`src/rtl/gf180mcu_fd_sc_mcu7t5v0__norn_pipe_pkg.sv`:
```
// Shared constants and elaboration-time helpers for the pipelined N-input NOR/OR reducer.
// Depth and per-stage term counts are derived from WIDTH and FANIN here so top and stages agree.
package gf180mcu_fd_sc_mcu7t5v0__norn_pipe_pkg;

  localparam logic MODE_NOR = 1'b0;
  localparam logic MODE_OR  = 1'b1;

  localparam int HIT_CNT_W = 16;

  // Number of partial terms per channel entering the given stage.
  function automatic int norn_terms(input int width, input int fanin, input int stage);
    int n;
    n = width;
    for (int i = 0; i < stage; i++) begin
      n = (n + fanin - 1) / fanin;
    end
    return n;
  endfunction

  // Stage count: ceil(log_fanin(width)), never less than one register stage.
  function automatic int norn_lat(input int width, input int fanin);
    int n;
    int l;
    n = width;
    l = 0;
    while (n > 1) begin
      n = (n + fanin - 1) / fanin;
      l++;
    end
    return (l < 1) ? 1 : l;
  endfunction

endpackage

```
`src/rtl/gf180mcu_fd_sc_mcu7t5v0__norn_pipe_stage.sv`:
```
// One registered reduction stage: ORs groups of FANIN terms per channel, last stage applies MODE.
// Holds one beat; loads when empty or when its beat leaves in the same cycle.
module gf180mcu_fd_sc_mcu7t5v0__norn_pipe_stage
  import gf180mcu_fd_sc_mcu7t5v0__norn_pipe_pkg::*;
#(
  parameter int CHANNELS  = 4,
  parameter int IN_TERMS  = 8,
  parameter int FANIN     = 4,
  parameter int OUT_TERMS = (IN_TERMS + FANIN - 1) / FANIN,
  parameter bit LAST      = 1'b0
) (
  input  logic                          clk_i,
  input  logic                          rst_i,
  input  logic                          in_vld_i,
  output logic                          in_rdy_o,
  input  logic [CHANNELS*IN_TERMS-1:0]  dat_i,
  input  logic                          mode_i,
  output logic                          out_vld_o,
  input  logic                          out_rdy_i,
  output logic [CHANNELS*OUT_TERMS-1:0] dat_o,
  output logic                          mode_o
);

  localparam int PAD_W = OUT_TERMS * FANIN;

  logic                          vld_q, vld_d;
  logic                          mode_q, mode_d;
  logic [CHANNELS*OUT_TERMS-1:0] dat_q, dat_d;
  logic [CHANNELS*OUT_TERMS-1:0] red;
  logic [PAD_W-1:0]              pad;
  logic                          load;

  assign load     = ~vld_q | out_rdy_i;
  assign in_rdy_o = load;

  // Zero-pad each channel so a short final group ORs cleanly.
  always_comb begin
    red = '0;
    pad = '0;
    for (int c = 0; c < CHANNELS; c++) begin
      pad                 = '0;
      pad[IN_TERMS-1:0]   = dat_i[c*IN_TERMS +: IN_TERMS];
      for (int j = 0; j < OUT_TERMS; j++) begin
        red[c*OUT_TERMS + j] = |pad[j*FANIN +: FANIN];
        if (LAST && (mode_i == MODE_NOR)) begin
          red[c*OUT_TERMS + j] = ~red[c*OUT_TERMS + j];
        end
      end
    end
  end

  always_comb begin
    vld_d  = vld_q;
    dat_d  = dat_q;
    mode_d = mode_q;
    if (load) begin
      vld_d = in_vld_i;
      if (in_vld_i) begin
        dat_d  = red;
        mode_d = mode_i;
      end
    end
  end

  always_ff @(posedge clk_i) begin
    if (rst_i) begin
      vld_q  <= 1'b0;
      dat_q  <= '0;
      mode_q <= MODE_NOR;
    end else begin
      vld_q  <= vld_d;
      dat_q  <= dat_d;
      mode_q <= mode_d;
    end
  end

  assign out_vld_o = vld_q;
  assign dat_o     = dat_q;
  assign mode_o    = mode_q;

endmodule

```
`src/rtl/gf180mcu_fd_sc_mcu7t5v0__norn_pipe.sv`:
```
// Pipelined multi-channel NOR/OR reducer, LAT stages of radix FANIN with bubble-collapsing valid/ready.
// Optional hit counter enabled by GF180MCU_FD_SC_MCU7T5V0__NORN_PIPE_HITCNT_EN.
module gf180mcu_fd_sc_mcu7t5v0__norn_pipe
  import gf180mcu_fd_sc_mcu7t5v0__norn_pipe_pkg::*;
#(
  parameter int WIDTH    = 8,
  parameter int CHANNELS = 4,
  parameter int FANIN    = 4
) (
  input  logic                      CLK,
  input  logic                      RST,
  input  logic                      IN_VALID,
  output logic                      IN_READY,
  input  logic [CHANNELS*WIDTH-1:0] A,
  input  logic                      MODE,
  output logic                      OUT_VALID,
  input  logic                      OUT_READY,
  output logic [CHANNELS-1:0]       ZN
`ifdef GF180MCU_FD_SC_MCU7T5V0__NORN_PIPE_HITCNT_EN
  ,
  input  logic                      CNT_CLR,
  output logic [HIT_CNT_W-1:0]      HIT_CNT
`endif
);

  localparam int LAT = norn_lat(WIDTH, FANIN);

  for (genvar s = 0; s < LAT; s++) begin : g_stg
    localparam int TI = norn_terms(WIDTH, FANIN, s);
    localparam int TO = norn_terms(WIDTH, FANIN, s + 1);

    logic [CHANNELS*TI-1:0] din;
    logic [CHANNELS*TO-1:0] dout;
    logic                   vin, min, rdy, vout, mout, rout;

    if (s == 0) begin : g_src
      assign din = A;
      assign vin = IN_VALID;
      assign min = MODE;
    end else begin : g_src
      assign din = g_stg[s-1].dout;
      assign vin = g_stg[s-1].vout;
      assign min = g_stg[s-1].mout;
    end

    if (s == LAT - 1) begin : g_snk
      assign rout = OUT_READY;
    end else begin : g_snk
      assign rout = g_stg[s+1].rdy;
    end

    gf180mcu_fd_sc_mcu7t5v0__norn_pipe_stage #(
      .CHANNELS  (CHANNELS),
      .IN_TERMS  (TI),
      .FANIN     (FANIN),
      .OUT_TERMS (TO),
      .LAST      (s == LAT - 1)
    ) u_stage (
      .clk_i     (CLK),
      .rst_i     (RST),
      .in_vld_i  (vin),
      .in_rdy_o  (rdy),
      .dat_i     (din),
      .mode_i    (min),
      .out_vld_o (vout),
      .out_rdy_i (rout),
      .dat_o     (dout),
      .mode_o    (mout)
    );
  end

  // The carried mode has already been applied inside the last stage.
  logic unused_last_mode;
  assign unused_last_mode = g_stg[LAT-1].mout;

  assign IN_READY  = g_stg[0].rdy & ~RST;
  assign OUT_VALID = g_stg[LAT-1].vout;
  assign ZN        = g_stg[LAT-1].dout;

`ifdef GF180MCU_FD_SC_MCU7T5V0__NORN_PIPE_HITCNT_EN
  logic [HIT_CNT_W-1:0] hit_cnt_q, hit_cnt_d;

  always_comb begin
    hit_cnt_d = hit_cnt_q;
    if (CNT_CLR) begin
      hit_cnt_d = '0;
    end else if (OUT_VALID && OUT_READY && (&ZN) && (hit_cnt_q != {HIT_CNT_W{1'b1}})) begin
      hit_cnt_d = hit_cnt_q + 1'b1;
    end
  end

  always_ff @(posedge CLK) begin
    if (RST) begin
      hit_cnt_q <= '0;
    end else begin
      hit_cnt_q <= hit_cnt_d;
    end
  end

  assign HIT_CNT = hit_cnt_q;
`endif

endmodule
```
`config.mk`:
```
export PLATFORM = sky130hd
export DESIGN_NAME = gf180mcu_fd_sc_mcu7t5v0__norn_pipe
export DESIGN_NICKNAME = d
export VERILOG_FILES = /design/src/rtl/gf180mcu_fd_sc_mcu7t5v0__norn_pipe_pkg.sv /design/src/rtl/gf180mcu_fd_sc_mcu7t5v0__norn_pipe_stage.sv /design/src/rtl/gf180mcu_fd_sc_mcu7t5v0__norn_pipe.sv
export SDC_FILE = /design/constraint.sdc
export NUM_CORES = 1
export LEC_CHECK = 0
export BUFFER_PORTS_ARGS = -buffer_cell sky130_fd_sc_hd__buf_2
export CAP_MARGIN = 10
export CELL_PAD_IN_SITES_DETAIL_PLACEMENT = 1
export CELL_PAD_IN_SITES_GLOBAL_PLACEMENT = 2
export CORE_MARGIN = 2
export CORE_UTILIZATION = 22
export DETAILED_ROUTE_END_ITERATION = 6
export GPL_TIMING_DRIVEN = 0
export PLACE_DENSITY_LB_ADDON = 0.1
export REMOVE_ABC_BUFFERS = 1
export SLEW_MARGIN = 10
export SYNTH_ARGS = -nofsm -noshare
export SYNTH_HDL_FRONTEND = slang
export SYNTH_SLANG_ARGS = --single-unit
export TNS_END_PERCENT = 30
```
`constraint.sdc`:
```
create_clock -name CLK -period 1.8 [get_ports CLK]
set_input_delay 0.18 -clock CLK [delete_from_list [all_inputs] [get_ports CLK]]
set_output_delay 0.18 -clock CLK [all_outputs]
set_load 0.02 [all_outputs]
```
Yosys cells after proc, flatten, opt, wreduce, memory -nomap -nowiden:

Cells that the tools add are included.

* reduce and logical (&&, ||, !) cells: 14
* bitwise gates (word level): 10
* multiplexer cells: 4

Operators with widths (number)
* OR reduction 4 bit: 8
* OR reduction 2 bit: 4
* inverter 1 bit: 7
* 2-to-1 mux 1 bit: 4
* AND reduction 2 bit: 2
* bitwise OR 1 bit: 2
* bitwise AND 1 bit: 1

* register bits: 15
* logic and storage cells: 33
* bits of input ports: 37
* output and inout port bits: 6

Depth between registers and ports, before layout:

Gate-level depths: netlist of the first run.

* word-level depth: 4
* mapped depth: 4

Modules after synthesis:

A second synthesis of the first run with hierarchy kept.

* cells, all modules: 78
* area, all modules: 775.7 µm²

Modules (own cells, without submodules)
* gf180mcu_fd_sc_mcu7t5v0__norn_pipe_stage at g_stg[0].u_stage: area an instance 470.5 µm², cells each 45, sequential area each 200.2 µm², times used 1
* gf180mcu_fd_sc_mcu7t5v0__norn_pipe_stage at g_stg[1].u_stage: area an instance 291.5 µm², cells each 32, sequential area each 120.1 µm², times used 1
* gf180mcu_fd_sc_mcu7t5v0__norn_pipe: area an instance 13.8 µm², cells each 1, sequential area each 0.0 µm², times used 1

Worst setup path after synthesis of the first run:

No wires, ideal clock.

* path type: register -> output
* start point: reg g_stg[1].u_stage.vld_q
* end point: out IN_READY
* stages on the path, launching flop included: 4
* path buffers: 1
* setup slack: 0.583 ns
* arrival: 1.037 ns
* path through: dfxtp_1 -> nand3b_2 -> buf_2 -> nor2b_1

* cells in the longest elaborated chain, start to end: 4

RTL lines
* from (decl): line gf180mcu_fd_sc_mcu7t5v0__norn_pipe_stage.sv:26 `logic vld_q, vld_d;`
* from (signal assigned): line gf180mcu_fd_sc_mcu7t5v0__norn_pipe_stage.sv:71 `vld_q <= vld_d;`
* inverter 1 bit: line gf180mcu_fd_sc_mcu7t5v0__norn_pipe_stage.sv:33 `assign load = ~vld_q | out_rdy_i;`
* bitwise OR 1 bit (2 in a row): line gf180mcu_fd_sc_mcu7t5v0__norn_pipe_stage.sv:33
* bitwise AND 1 bit: line gf180mcu_fd_sc_mcu7t5v0__norn_pipe.sv:76 `assign IN_READY = g_stg[0].rdy & ~RST;`
* to (decl): line gf180mcu_fd_sc_mcu7t5v0__norn_pipe.sv:13 `output logic IN_READY,`

Every way passes these cells.

Worst setup path in the final report of the first run:

* start point: reg g_stg[0].u_stage.vld_q
* end point: out IN_READY

* cells in the longest elaborated chain, start to end: 3

RTL lines (line)
* from (decl): gf180mcu_fd_sc_mcu7t5v0__norn_pipe_stage.sv:26
* from (signal assigned): gf180mcu_fd_sc_mcu7t5v0__norn_pipe_stage.sv:71
* inverter 1 bit: gf180mcu_fd_sc_mcu7t5v0__norn_pipe_stage.sv:33
* bitwise OR 1 bit: gf180mcu_fd_sc_mcu7t5v0__norn_pipe_stage.sv:33
* bitwise AND 1 bit: gf180mcu_fd_sc_mcu7t5v0__norn_pipe.sv:76

Every way passes these cells.

==> results_dict.tcl, run 1 <==
set metrics [dict create \
    finalWirelength_um 1760 \
    cp_data_arrival_time_ns 1.41 \
    ys_warn_count 0 \
    antenna_found_initial 0 \
    cp.required_ns 1.62 \
    power_uw 695 \
    syn_area_per_cell_um2 9.05 \
    worst-path-max-fanout 13 \
    cpPeakStageDelay_ns 0.45 \
    nNetsFinal 151 \
    ys_ff_latch 15 \
    numPortBuffers 42 \
    cts_tree "built" \
    cts_resized 0 \
    cp_slowest_cell "dfxtp_1" \
    fin_worst_skew_ns 0.00347 \
    slew_headroom_pct 76.9 \
    path_class "reg2out" \
    min_period_ns 1.59 \
    post-route-util_pct 32.3 \
    r2r_cells 3 \
    cts_buffers 3 \
    drive_above_1_share_pct 41.6 \
    yosys-top-cells-area "dfxtp_1 (46%), a211oi_1 (14%), a21oi_1 (12%)" \
    synth.cell_area_um2 652 \
    vdd.ir_drop.worst_mv 0.291 \
    r2r_end "g_stg[0].u_stage.dat_o[0]" \
    synth_cell_types 16 \
    report.final.slew_viol_count 0 \
    firstDrtPassIters 2 \
    path_clk_slew_ns 0.09 \
    setup_tns_ns 0 \
    post-place-ws_ns 0.312 \
    hold_path.class "in2reg" \
    multi_input_area_um2 317 \
    netlist_instances 72 \
    gp_congestion 0.640 \
    initial_core_util_pct 23.4 \
    post-route-period-util_pct 88.6 \
    die_x_um 58.4 \
    die-area_mm2 0.00341 \
    hold_viol 0 \
    vias 703 \
    drc_errors 0 \
    crit_chain "nand3b_2, nor2b_1, buf_2" \
    min_to "g_stg[0].u_stage.mode_o" \
    synth-seq-area-share_pct 46.1 \
    avgRoutedWirePerCell_um 12.2 \
    fill_cells 353 \
    drt-initial-drc-count 16 \
    rrSetupSlack_ns 0.33 \
    n_antenna_cell 0 \
    viasPerCell 4.88 \
    cts.htree.levels 1 \
    postCtsSetupBuffers 0 \
    worstMarginPinSlew_ns 0.346 \
    rsz0062_at_grt "no" \
    area_delta_synth_final_pct 38.0 \
    cts.sinks 15 \
    fp-row-count 19 \
    yosysTopAreaCellShare_pct 46.1 \
    power_density_mw_per_mm2 772 \
    setup_slack_ns 0.205 \
    regArea_um2 300 \
    maxCapViolCount 0 \
    grt_overflow 0 \
    gr-usage-all-layers_pct 12.0 \
    status "completed" \
    grt_pass1_vias 720 \
    setup_violations 0 \
    grt_max_degree 17 \
    p_leak_uw 0.000394 \
    die_y_um 58.4 \
    hold_depth 3 \
    grt_pass1_wl_um 3110 \
    dp_hpwl_um 1350 \
    setup.worst_path.start_class "flip-flop" \
    reg2reg_from "g_stg[0].u_stage.out_vld_o" \
    postRouteAntennaNets 0 \
    endpoint_kind "output port" \
    cts_buffer_depth 2 \
    clock_latency_ns 0.28 \
    yosysTopAreaCell "dfxtp_1" \
    worstHoldStart "MODE" \
    fmaxAchievable_mhz 627 \
    coreArea_mm2 0.00278 \
    hold_buffers 0 \
    cts_root_buffer "clkbuf_4" \
    whs_ns 0.162 \
    top_level_ports 43 \
]
-- cell usage after synthesis --
library cell,instances
nor4_1,8
nor2_1,4
inv_1,2
nand2b_1,1
nor2b_1,1
dfxtp_1,15
xnor2_1,4
clkbuf_1,3
buf_2,1
nand3b_2,1
a21oi_1,15
buf_6,1
and2_1,2
a211oi_1,12
a21bo_2,1
nand3_1,1
-- metrics by stage --
| step | area [um^2] | cells |
|---|---|---|
| 6_report | 900 | 144 |
| 5_1_grt | 900 | 144 |
| 4_1_cts | 900 | 144 |
| 3_5_place_dp | 873 | 140 |
| 3_3_place_gp | 873 | 140 |
| 2_1_floorplan | 624 | 67 |
-- layer usage --
metal,up-vias,part of all wire [%],wire [um],GRT usage [%]
met5,-,0,0,0
met4,0,1.6,29,4.98
met3,4,6.9,122,2.86
met2,28,48,850,20.2
met1,321,43,760,14.5
li1,350,-,-,-
-- flip-flops by register name (all words and copies together), names as in the netlist --
name                     cells
g_stg.u_stage.out_vld_o      2
g_stg.u_stage.dat_o         12
g_stg.u_stage.mode_o         1
-- where the power goes --
group / switching [uW] / internal [uW] / leakage [uW] / total [uW]
clock network: 106 / 86.0 / 0.0000150 / 192
logic: 64.3 / 65.6 / 0.000254 / 130
registers: 15.7 / 357 / 0.000125 / 372
total: 186 / 508 / 0.000394 / 695
-- cell usage in the layout (no fill, tap or decap) --
cell type	synthesis	final
a21oi_1	15	15
and2_1	2	2
nor2_1	4	4
dfxtp_1	15	15
clkbuf_4	0	3
nand2b_1	1	1
nor2b_1	1	1
nand3_1	1	1
a211oi_1	12	12
a21bo_2	1	1
nor4_1	8	8
clkbuf_1	3	1
inv_1	2	2
nand3b_2	1	1
xnor2_1	4	4
buf_2	1	42
-- critical path, delay by kind of cell (launching register included) --
| kind | cells | cell delay, ns |
|---|---|---|
| AND/OR/NAND/NOR | 2 | 0.53 |
| buffers and inverters | 1 | 0.16 |
| flip-flops | 1 | 0.45 |
-- logic make-up (layout without fill, tap and decap cells) --
family	Yosys count	count (layout)	share of synthesized area (%)
compound gates	28	28	26.9
xor+xnor	4	4	5.37
buf+inv	7	48	5.37
flops	15	15	46.1
simple gates	18	18	16.3
-- area by class of cell --
class / instances / area share (%)
clock buffers: 4 / 2.92
multi-input cells: 50 / 35.2
well taps: 31 / 4.31
flip-flops and latches: 15 / 33.4
inverters: 2 / 0.834
repair buffers: 42 / 23.4
-- how the worst max path moves through the flow --
stage,to,start,cells past startpoint,slack (ns)
3_3_place_gp,g_stg[0].u_stage.dat_o[2],g_stg[0].u_stage.out_vld_o,3,0.35
5_1_grt,IN_READY,g_stg[0].u_stage.out_vld_o,3,0.05
3_5_place_dp,g_stg[0].u_stage.dat_o[0],g_stg[0].u_stage.out_vld_o,3,0.31
6_report,IN_READY,g_stg[0].u_stage.out_vld_o,3,0.21
4_1_cts,IN_READY,g_stg[0].u_stage.out_vld_o,3,0.17
2_1_floorplan,g_stg[0].u_stage.dat_o[0],g_stg[1].u_stage.out_vld_o,3,0.59
No activity file was read; power rests on OpenSTA's default activity.
==> run 2, diff against run 1 <==
CORE_UTILIZATION = 21   (was 22)
clock period = 1.5 ns   (was 1.8 ns; I/O delays follow)
==> run 2 against run 1 <==
- critical path depth is the same
- largest power group unchanged
- flip-flop and latch count is the same
- highest routed layer is now met3
- wire length grew 0.45%
- hold slack lost 0.021 ns
==> results_dict.tcl, run 2 (synthesis gave the netlist of run 1 again) <==
set metrics [dict create \
    final_common_cell "buf_2" \
    grt.busiest_layer "met2" \
    worstMarginPinSlew_ns 0.341 \
    hold_viol 0 \
    design_area_um2 913 \
    p_leak_uw 0.000415 \
    cpPeakStageDelay_ns 0.42 \
    grt_use_met2_pct 19.3 \
    fin_worst_skew_ns 0.00794 \
    maxCapViolCount 0 \
    min_period_ns 1.38 \
    cts.sinks 15 \
    dpl_cell_area_um2 876 \
    coreArea_mm2 0.00300 \
    dp_hpwl_um 1380 \
    worst-path-max-fanout 13 \
    endpoint_kind "output port" \
    setup_tns_ns 0 \
    status "completed" \
    cp_data_arrival_time_ns 1.23 \
    initial_core_util_pct 21.7 \
    cts.htree.levels 1 \
    firstDrtPassIters 2 \
    grt_pass1_vias 669 \
    vdd.ir_drop.worst_mv 0.413 \
    vias 697 \
    die-area_mm2 0.00357 \
    cts_buffer_depth 2 \
    drt-initial-drc-count 8 \
    setup_violations 0 \
    cts_root_buffer "clkbuf_4" \
    post-route-util_pct 30.4 \
    power_uw 834 \
    fin_cells 146 \
    viasPerCell 4.77 \
    slew_headroom_pct 77.3 \
    crit_start "g_stg[0].u_stage.out_vld_o" \
    gr-usage-all-layers_pct 10.6 \
    rsz0062_at_grt "no" \
    reg2reg_from "g_stg[0].u_stage.out_vld_o" \
    largest_reg_flops 12 \
    antenna_found_initial 0 \
    die_x_um 59.7 \
    grt_pass1_wl_um 2820 \
    n_antenna_cell 0 \
    crit_chain "nand3b_4, nor2b_1, buf_2" \
    nNetsFinal 151 \
    gr-usage-met1_pct 11.5 \
    drive_above_1_share_pct 43.4 \
    power_density_mw_per_mm2 914 \
    postCtsSetupBuffers 0 \
    clock_latency_ns 0.28 \
    hold_path.class "in2reg" \
    cp_slowest_cell "dfxtp_2" \
    cts_tree "built" \
    fmaxAchievable_mhz 727 \
    setup.worst_path.start_class "flip-flop" \
    worstHoldStart "MODE" \
    r2r_cells 3 \
    drc_errors 0 \
    postRouteAntennaNets 0 \
    die_y_um 59.7 \
    cts_buffers 3 \
    gp_congestion 0.653 \
    hold_depth 3 \
    top_level_ports 43 \
    cp.required_ns 1.35 \
    avgRoutedWirePerCell_um 12.1 \
    finalWirelength_um 1770 \
    grt_max_degree 17 \
    area_delta_synth_final_pct 40.1 \
    placed_cells 142 \
    path_clk_slew_ns 0.10 \
    numPortBuffers 42 \
    fp-row-count 20 \
    use_met3_pct 4.55 \
    path_class "reg2out" \
    report.final.slew_viol_count 0 \
    mostFrequentLayoutCells "buf_2 (42), a21oi_1 (15), dfxtp_1 (14), a211oi_1 (12), nor4_1 (8)" \
    post-route-period-util_pct 91.7 \
    grt_overflow 0 \
]
run 2: cell types whose count changed in the layout (fill, tap and decap cells not counted), sizes merged:
cell,change
clkinv,+1
clkbuf,-1
run 2: worst max-delay path, delay by kind of cell (launching register included):
kind          cells  cell delay [ns]
simple gates      2             0.35
flops             1             0.42
buf+inv           1             0.16
run 2: layer usage:
layer  share of wire, %  vias to the layer above
met5                  0                        -
met4                  0                        0
met3                6.1                        0
met2                 53                       25
met1                 41                      320
li1                   -                      352
run 2: layout make-up:
| type | instances | area [um^2] |
|---|---|---|
| fillers | 384 | 2090 |
| multi-input cells | 50 | 325 |
| flip-flops and latches | 15 | 302 |
| repair buffers | 42 | 210 |
| well taps | 33 | 41.3 |
| clock buffers | 3 | 22.5 |
| inverters | 2 | 7.51 |
| clock inverters | 1 | 5.00 |
run 2: worst paths after layout:
| check | end | slack, ns |
|---|---|---|
| min | g_stg[0].u_stage.mode_o | 0.14 |
| max | IN_READY | 0.12 |
| min reg2reg | g_stg[1].u_stage.dat_o[2] | 0.52 |
| max reg2reg | g_stg[0].u_stage.dat_o[6] | 0.24 |
run 2: through the flow:
step	worst slack (ns)	hold slack [ns]
after floorplan	0.289	0.219
after global placement	0.0601	0.435
after detailed placement	0.0188	0.441
after CTS	0.0892	0.122
after global routing	0.0339	0.150
final	0.124	0.141
run 2: timing repair:
item | 4_1_cts | 5_1_grt
gates resized for setup | 2 | 0
endpoints found under the setup margin | 2 | 0
hold buffers | 0 | 0
run 2: power breakdown:
group          internal, uW  leakage (uW)  switching, uW
Clock                  98.9     0.0000177            131
Sequential              428      0.000125           19.9
Combinational          79.5      0.000272           77.0
Total                   607      0.000415            228
==> run 3, diff against run 2 <==
CORE_UTILIZATION = 22   (was 21)
CTS_BUF_LIST = sky130_fd_sc_hd__clkbuf_2   (was not set)
CTS_CLUSTER_SIZE = 25   (was not set)
==> run 3 against run 2 <==
- non-clock buffer count unchanged
- power decreased by 3.4%
- combinational power about the same
- count of clock-buffer cells in the layout increased by 1
- critical path depth unchanged
- clock skew decreased by 0.0027 ns
- cell count decreased by 1.4%
- design area decreased by 1.1%
- register-to-register slack got worse by 0.02 ns
- critical path type unchanged
==> results_dict.tcl, run 3 (synthesis gave the netlist of run 1 again) <==
set metrics [dict create \
    antenna_found_initial 0 \
    setup.worst_path.start_class "flip-flop" \
    numPortBuffers 42 \
    avgRoutedWirePerCell_um 12.2 \
    r2r_end "g_stg[0].u_stage.dat_o[0]" \
    cts.sinks 15 \
    min_period_ns 1.38 \
    grt_max_degree 17 \
    cts_root_buffer "clkbuf_2" \
    clock_latency_ns 0.28 \
    fill_cells 354 \
    r2r_cells 3 \
    fin_cells 144 \
    die_y_um 58.4 \
    slew_headroom_pct 77.2 \
    setup_tns_ns 0 \
    hold_viol 0 \
    post-route-period-util_pct 92.1 \
    power_density_mw_per_mm2 892 \
    cts_buffer_depth 2 \
    path_class "reg2out" \
    initial_core_util_pct 23.4 \
    reg2reg_from "g_stg[0].u_stage.out_vld_o" \
    placed_cells 140 \
    cp_top_family "flip-flops" \
    top_level_ports 43 \
    rrSetupSlack_ns 0.22 \
    vdd.ir_drop.worst_mv 0.333 \
    report.final.slew_viol_count 0 \
    rsz0062_at_grt "no" \
    grt_pass1_vias 726 \
    n_antenna_cell 0 \
    hold_path.class "in2reg" \
    postRouteAntennaNets 0 \
    worstMarginPinSlew_ns 0.342 \
    firstDrtPassIters 3 \
    design_area_um2 903 \
    drc_errors 0 \
    worst-path-max-fanout 13 \
    crit_chain "nand3b_4, nor2b_1, buf_2" \
    p_leak_uw 0.000414 \
    cp.required_ns 1.35 \
    cts_buffers 3 \
    cp_slowest_cell "dfxtp_2" \
    cts_resized 2 \
    mostFrequentLayoutCells "buf_2 (42), a21oi_1 (15), dfxtp_1 (14), a211oi_1 (12), nor4_1 (8)" \
    gp_congestion 0.640 \
    finalWirelength_um 1760 \
    die_x_um 58.4 \
    cp_data_arrival_time_ns 1.23 \
    drive_above_1_share_pct 43.4 \
    die-area_mm2 0.00341 \
    gr-usage-all-layers_pct 11.9 \
    postCtsSetupBuffers 0 \
    setup_violations 0 \
    nNetsFinal 151 \
    drt-initial-drc-count 20 \
    final_common_cell "buf_2" \
    maxCapViolCount 0 \
    fmaxAchievable_mhz 724 \
    vias 687 \
    crit_start "g_stg[0].u_stage.out_vld_o" \
    dpl_cell_area_um2 873 \
    path_clk_slew_ns 0.15 \
    cts.htree.levels 1 \
    grt_pass1_wl_um 3120 \
    fin_worst_skew_ns 0.00525 \
    endpoint "IN_READY" \
    cpPeakStageDelay_ns 0.43 \
    endpoint_kind "output port" \
    whs_ns 0.118 \
    cp_num_buf_inv 1 \
    area_delta_synth_final_pct 38.6 \
    viasPerCell 4.77 \
    largest_reg_flops 12 \
    path_depth 3 \
    power_uw 806 \
    hold_buffers 0 \
    cts_tree "built" \
    coreArea_mm2 0.00278 \
    status "completed" \
    fp-row-count 19 \
    dp_hpwl_um 1350 \
    grt_overflow 0 \
]
-- run 3: cell types whose count changed in the layout (fill, tap and decap cells not counted), sizes merged --
| cell | before | now |
|---|---|---|
| clkbuf | 3 | 4 |
| clkinv | 1 | 0 |
-- run 3: layout make-up --
| cell class | count | area [um^2] | area share, % |
|---|---|---|---|
| multi-input cells | 50 | 325 | 36.0 |
| flip-flops and latches | 15 | 302 | 33.4 |
| well taps | 31 | 38.8 | 4.29 |
| inverters | 2 | 7.51 | 0.831 |
| clock buffers | 4 | 20.0 | 2.22 |
| repair buffers | 42 | 210 | 23.3 |
-- run 3: worst min-delay path by stage --
stage,from,to,slack (ns),cells past startpoint
5_1_grt,MODE,g_stg[0].u_stage.mode_o,0.08,3
6_report,MODE,g_stg[0].u_stage.mode_o,0.12,3
2_1_floorplan,RST,g_stg[0].u_stage.mode_o,0.22,1
3_3_place_gp,MODE,g_stg[0].u_stage.mode_o,0.43,3
4_1_cts,MODE,g_stg[0].u_stage.mode_o,0.1,3
3_5_place_dp,MODE,g_stg[0].u_stage.mode_o,0.43,3
-- run 3: power breakdown --
| part | switching, uW | internal (uW) | total (uW) | leakage (uW) |
|---|---|---|---|---|
| logic | 76.9 | 79.5 | 156 | 0.000272 |
| clock network | 130 | 70.7 | 201 | 0.0000166 |
| registers | 19.9 | 429 | 449 | 0.000125 |
-- run 3: through the flow --
step,setup WS [ns],utilization (%)
6_report,0.119,32.5
5_1_grt,0.00571,32.5
4_1_cts,0.0738,32.5
3_5_place_dp,0.0123,31.4
3_3_place_gp,0.0531,31.4
2_1_floorplan,0.289,-
-- run 3: layer usage --
layer	GRT usage (%)	up-vias	part of all wire, %
met4	4.98	0	0.51
li1	-	350	-
met3	2.86	2	6.7
met2	20.5	26	49
met1	14.1	309	43
met5	0	-	0
-- run 3: worst register-to-register path, stage by stage (launching register included) --
cell and delay (ns):
dfxtp_2 0.43, nand3b_4 0.19, and2_1 0.33, a211oi_1 0.26
